`src/rtl/fe_be_decoupling_queue.sv`:
```
// Decoupling queue between front end and back end: one enqueue per cycle,
// up to deq_width_p oldest entries presented for in-order consumption.
module fe_be_decoupling_queue #(
    parameter int width_p             = 32,
    parameter int els_p               = 32,
    parameter int deq_width_p         = 2,
    parameter int almost_full_slack_p = 2
) (
    input  logic                               clk_i,
    input  logic                               reset_i,
    input  logic                               flush_i,
    input  logic                               v_i,
    input  logic [width_p-1:0]                 data_i,
    output logic                               ready_o,
    output logic [deq_width_p-1:0]             v_o,
    output logic [deq_width_p*width_p-1:0]     data_o,
    input  logic [$clog2(deq_width_p+1)-1:0]   yumi_cnt_i,
    output logic [$clog2(els_p+1)-1:0]         count_o,
    output logic                               almost_full_o
);

    localparam int ptr_w_lp     = $clog2(els_p);
    localparam int cnt_w_lp     = $clog2(els_p + 1);
    localparam int cnt_ext_w_lp = cnt_w_lp + 1;

    logic [width_p-1:0]      mem [els_p];
    logic [ptr_w_lp-1:0]     rd_ptr;
    logic [ptr_w_lp-1:0]     wr_ptr;
    logic [ptr_w_lp-1:0]     rd_ptr_next;
    logic [cnt_w_lp-1:0]     count;
    logic [cnt_w_lp-1:0]     count_next;
    logic [cnt_ext_w_lp-1:0] count_sum;
    logic [cnt_w_lp-1:0]     yumi_limit;
    logic                    enq;
    logic                    enq_write;

    // Readiness looks only at the registered count, so a full queue refuses
    // an entry even when a dequeue happens in the same cycle.
    assign ready_o   = (count < cnt_w_lp'(els_p));
    assign enq       = v_i & ready_o;
    assign enq_write = enq & ~flush_i;

    assign count_sum   = {1'b0, count} + cnt_ext_w_lp'(enq) - cnt_ext_w_lp'(yumi_cnt_i);
    assign count_next  = cnt_w_lp'(count_sum);
    assign rd_ptr_next = rd_ptr + ptr_w_lp'(yumi_cnt_i);

    always_ff @(posedge clk_i or posedge reset_i) begin
        if (reset_i) begin
            rd_ptr <= '0;
            wr_ptr <= '0;
            count  <= '0;
        end else if (flush_i) begin
            rd_ptr <= '0;
            wr_ptr <= '0;
            count  <= '0;
        end else begin
            if (enq) begin
                wr_ptr <= wr_ptr + ptr_w_lp'(1);
            end
            rd_ptr <= rd_ptr_next;
            count  <= count_next;
        end
    end

    // Storage is never reset; validity is carried entirely by count.
    always_ff @(posedge clk_i) begin
        if (enq_write) begin
            mem[wr_ptr] <= data_i;
        end
    end

    for (genvar k = 0; k < deq_width_p; k++) begin : g_slot
        logic [ptr_w_lp-1:0] idx;
        assign idx                           = rd_ptr + ptr_w_lp'(k);
        assign data_o[k*width_p +: width_p]  = mem[idx];
        assign v_o[k]                        = (count > cnt_w_lp'(k));
    end

    assign count_o       = count;
    assign almost_full_o = (count >= cnt_w_lp'(els_p - almost_full_slack_p));

    // The consumer may only take slots that are currently shown as valid.
    assign yumi_limit = (count > cnt_w_lp'(deq_width_p)) ? cnt_w_lp'(deq_width_p) : count;

    a_yumi_legal : assert property (@(posedge clk_i) disable iff (reset_i)
        cnt_w_lp'(yumi_cnt_i) <= yumi_limit);

endmodule

```
`config.mk`:
```
export PLATFORM = sky130hd
export DESIGN_NAME = fe_be_decoupling_queue
export DESIGN_NICKNAME = d
export VERILOG_FILES = /design/src/rtl/fe_be_decoupling_queue.sv
export SDC_FILE = /design/constraint.sdc
export NUM_CORES = 2
export LEC_CHECK = 0
export CAP_MARGIN = 20
export CORE_ASPECT_RATIO = 2
export CORE_UTILIZATION = 62
export CTS_CLUSTER_SIZE = 12
export DETAILED_ROUTE_END_ITERATION = 7
export PLACE_DENSITY = 0.8
export SYNTH_ARGS = -nofsm -noshare
export SYNTH_HDL_FRONTEND = slang
export SYNTH_SLANG_ARGS = --single-unit
```
`constraint.sdc`:
```
create_clock -name clk_i -period 8 [get_ports clk_i]
set_input_delay 2.4 -clock clk_i [delete_from_list [all_inputs] [get_ports clk_i]]
set_output_delay 2.4 -clock clk_i [all_outputs]
set_load 0.05 [all_outputs]
```
After elaboration in Yosys (flattened, before gate mapping)
Memories as Yosys holds them, arrays and structs flattened.
Index checks and enable logic that the tools add are counted.
{"block": "op_classes", "n_addsub": 5, "magnitude_cmp": 4, "mux": 6, "bitwise": 3, "n_reduce_logical": 1}
{"operator": "two-way mux 5 bit", "n": 3}
{"operator": "greater-than comparator 6 x 1 -> 1 bit, second input constant", "n": 2}
{"operator": "adder 5 x 1 -> 5 bit, second input constant", "n": 2}
{"operator": "adder 6 x 1 -> 6 bit", "n": 1}
{"operator": "greater-or-equal comparator 6 x 5 -> 1 bit, second input constant", "n": 1}
{"operator": "less-than comparator 6 bit, second input constant", "n": 1}
{"operator": "two-way mux 6 bit", "n": 1}
{"operator": "subtractor 6 x 2 -> 6 bit", "n": 1}
{"operator": "adder 5 x 2 -> 5 bit", "n": 1}
{"operator": "bitwise AND 1 bit", "n": 2}
{"operator": "two-way mux 1 bit", "n": 2}
{"operator": "nonzero test 2 bit", "n": 1}
{"operator": "NOT 1 bit", "n": 1}
{"block": "totals", "ff_bits": 16, "ram_bits": 1024, "output_inout_bits": 74, "wordCells": 23, "memories": 1}
{"name": "mem", "words": 32, "width": 32, "rd": 2, "rd_clocked_by_memory_dff": 0, "write_ports": 1, "line": "26", "text": "logic [width_p-1:0] mem [els_p];"}

Depth between registers and ports, before layout
{"block": "logic_depth", "word_depth": 5, "ltp_mapped": 10}

Least setup slack after synthesis
No wires, ideal clock.
{"block": "synth_path", "path_type": "reg-to-output", "startpoint": "reg rd_ptr[1]", "endpoint": "out data_o[63]", "arrival_time_ps": 4026, "setup_slack_ps": 1574, "stages_incl_launch_ff": 7, "path_cell_list": "dfrtp_1 -> ha_1 -> buf_2 -> buf_1 -> mux4_2 -> mux2i_1 -> a2111oi_0"}
{"block": "synth_via", "elab_chain_cells": 2}
{"element": "start, declared", "line": "27", "text": "logic [ptr_w_lp-1:0] rd_ptr;"}
{"element": "start signal, assigned", "line": "60", "text": "rd_ptr <= rd_ptr_next;"}
{"element": "adder 5 x 1 -> 5 bit", "line": "74", "text": "assign idx = rd_ptr + ptr_w_lp'(k);"}
{"element": "memory read (32 x 32 bit)"}
{"element": "end, declared", "line": "16", "text": "output logic [deq_width_p*width_p-1:0] data_o,"}
No other way between the ends.

Worst setup path in the final report
{"block": "layout_path", "startpoint": "reg rd_ptr[4]", "endpoint": "out data_o[60]"}
Same word-level chain as after synthesis.

==> results.json <==
{
  "status": "finished, final reports clean",
  "leakagePower_nw": 16.1,
  "synth_top_family_by_area": "multiplexers",
  "clock_sinks": 1040,
  "synthTopCellsByArea": "edfxtp_1, mux4_2, nor2b_1",
  "hold_path.class": "register to register",
  "seq_area_frac_synth_pct": 64.3,
  "antenna_left": 0,
  "initial_utilization_pct": 62.8,
  "yosysTopAreaCell": "edfxtp_1",
  "synth_edf_count": 1024,
  "grt_usage_pct": 37.0,
  "die_w_um": 200,
  "hold_buffers": 0,
  "worstSkewPairLatency_ps": 690,
  "worst_pin_slew_ps": 1220,
  "synth_common_cells": "edfxtp_1, mux4_2, buf_2, nor2_1, nor2b_1",
  "cp.required_ps": 5600,
  "max-cap-violations": 0,
  "final_hold_viol_count": 0,
  "final.setup_skew_ps": 21.7,
  "yosys.area_share.simple_pct": 2.02,
  "placementRows": 144,
  "ff_latch_area_um2": 31200,
  "antenna_found_initial": 7,
  "fin_crit_ps": 7680,
  "arrival_ps": 5280,
  "io_buffers": 111,
  "timing.slew.headroom_pct": 18.7,
  "drc_errors": 0,
  "switching_share_pct": 29.0,
  "hpwl_mm": 85.1,
  "drive_above_1_share_pct": 33.7,
  "postSynthCellCount": 2325,
  "slew_violations": 0,
  "wirelength_mm": 141,
  "fin_util_pct": 69.7,
  "wl_per_cell_um": 40.3,
  "rsz0062_at_grt": "false",
  "endpoint_kind": "primary output",
  "gp_congestion": 0.899,
  "synth_xor_area_share_pct": 0.199,
  "grt_pass1_wl_mm": 202,
  "yosysUniqueCellTypes": 53,
  "critPathMaxFanout": 46,
  "multi_input_area_um2": 16400,
  "final_cell_area_um2": 53800,
  "fillers": 4692,
  "pin_count": 112,
  "grt_pass1_vias": 29000,
  "syn_area_um2": 48400,
  "avgSynthCellArea_um2": 20.8,
  "cts_tree": "done",
  "crit_type": "register to primary output",
  "nets": 2508,
  "grt_max_degree": 145,
  "period_share_pct": 96.0,
  "cp-start-kind": "register",
  "cts_buffers": 97,
  "ys_ff_latch": 1040,
  "switching_power_mw": 3.95,
  "internal_power_mw": 9.65,
  "dieArea_um2": 79300,
  "synthMuxAreaShare_pct": 26.7,
  "die_h_um": 397,
  "cts_setup_buffers": 0,
  "comb_power_share_pct": 24.4,
  "overflow": 0,
  "design.core.area_um2": 77100,
  "yosysTopAreaCellShare_pct": 63.5,
  "syn_nets": 2385,
  "viasPerCell": 7.87,
  "setup_viol": 0,
  "fin_setup_tns_ps": 0,
  "cts_root_buffer": "clkbuf_16",
  "dpl_cell_area_um2": 50900,
  "yosys_warnings": 0,
  "area_delta_synth_final_pct": 11.0,
  "htree_levels": 3,
  "clockBufferDepth": 3,
  "vias": 27600,
  "drtPass1Iterations": 7,
  "synth-adder-area-share_pct": 0.599,
  "p_seq_share_pct": 44.8,
  "cts_resized": 0,
  "power_density_nw_per_um2": 253,
  "ir_worst_vdd_mv": 0.286,
  "p_clk_share_pct": 30.8,
  "yosysMostFrequentCell": "edfxtp_1",
  "clkTransAtPathRegs_ps": 60,
  "synth_compound_area_share_pct": 3.77,
  "synth-main-ff-cell": "edfxtp_1",
  "fmax_mhz": 130,
  "postSynth.asyncResetShare_pct": 1.54,
  "drtIter0Drc": 3497
}
path summary, 6_finish.rpt:
kind / start / endpoint / slack (ps) / depth (start not counted)
max in group asynchronous: reset_i / rd_ptr[1] / 5370 / 2
min in group asynchronous: reset_i / count_o[4] / 2130 / 2
worst min-delay path: wr_ptr[0] / wr_ptr[0] / 600 / 2
worst min register to register: wr_ptr[0] / wr_ptr[0] / 600 / 2
worst max register to register: count_o[5] / mem[10][14] / 4260 / 6
worst max-delay path: rd_ptr[4] / data_o[60] / 320 / 6
cell usage in the layout (no fill, tap or decap), drive strengths merged, types with 3 or more instances in the layout:
cell              n
clkdlybuf4s50   111
a2111oi          32
or3b              4
nand3             3
xnor2             6
or3               3
inv              17
dfrtp            16
nor2b            71
clkbuf          129
nor2             77
nand2            16
buf             104
a21oi             6
edfxtp         1024
a31oi            34
o21a             32
mux2i            32
clkinv            3
ha               20
xor2              5
mux4            544
nand3b            5
diode             6
a221oi           32
a211oi           32
o22ai            64
mux2             32
a21o              3
flip-flops by register name (all words and copies together) (netlist names):
name and cells:
count_o 6, wr_ptr 5, mem 1024, rd_ptr 5
cell families after synthesis:
family | Yosys count
flip-flops | 1040
multiplexers | 608
AO/OA/AOI/OAI | 244
buffers and inverters | 209
AND/OR/NAND/NOR | 191
adder cells (fa/ha/maj) | 22
XOR/XNOR | 11
area by class of cell:
| type | count | share of cell area, % |
|---|---|---|
| repair buffers | 217 | 4.01 |
| clock inverters | 5 | 0.116 |
| diodes | 6 | 0.0279 |
| flip-flops and latches | 1040 | 58.0 |
| clock buffers | 127 | 4.84 |
| multi-input cells | 1076 | 30.6 |
| well taps | 1022 | 2.38 |
| inverters | 16 | 0.112 |
power by group through the flow:
stage | Combinational (mW) | Clock [mW] | Sequential (mW)
6_report | 3.32 | 4.18 | 6.09
5_1_grt | 3.42 | 4.37 | 6.10
4_1_cts | 3.27 | 4.21 | 6.09
3_5_place_dp | 3.25 | 0 | 6.21
3_3_place_gp | 3.21 | 0 | 6.20
2_1_floorplan | 2.18 | 0 | 6.22
layer usage:
| metal | up-vias | track usage (%) | wire, µm |
|---|---|---|---|
| met1 | 14300 | 42.8 | 42000 |
| met4 | 2 | 28.1 | 12200 |
| met3 | 596 | 7.66 | 15000 |
| li1 | 10400 | - | - |
| met2 | 2302 | 60.6 | 72200 |
| met5 | - | 0 | 13 |
metrics by stage:
stage / std cells / worst slack (ps) / total power [mW] / hold WS [ps]
finish: 3509 / 319 / 13.6 / 601
global route: 3509 / 303 / 13.9 / 619
CTS: 3494 / 332 / 13.6 / 595
detailed placement: 3362 / 1110 / 9.46 / 586
global placement: 3362 / 1110 / 9.41 / 567
floorplan: 2325 / 1570 / 8.40 / 553
critical path: stages (launching register included):
cell             delay, ps
dfrtp_4               1150
a21bo_2                330
a41oi_4                680
buf_4                  310
a221oi_1               110
a2111oi_1             1000
clkdlybuf4s50_1        990
Power figures use the tool's default switching activity.
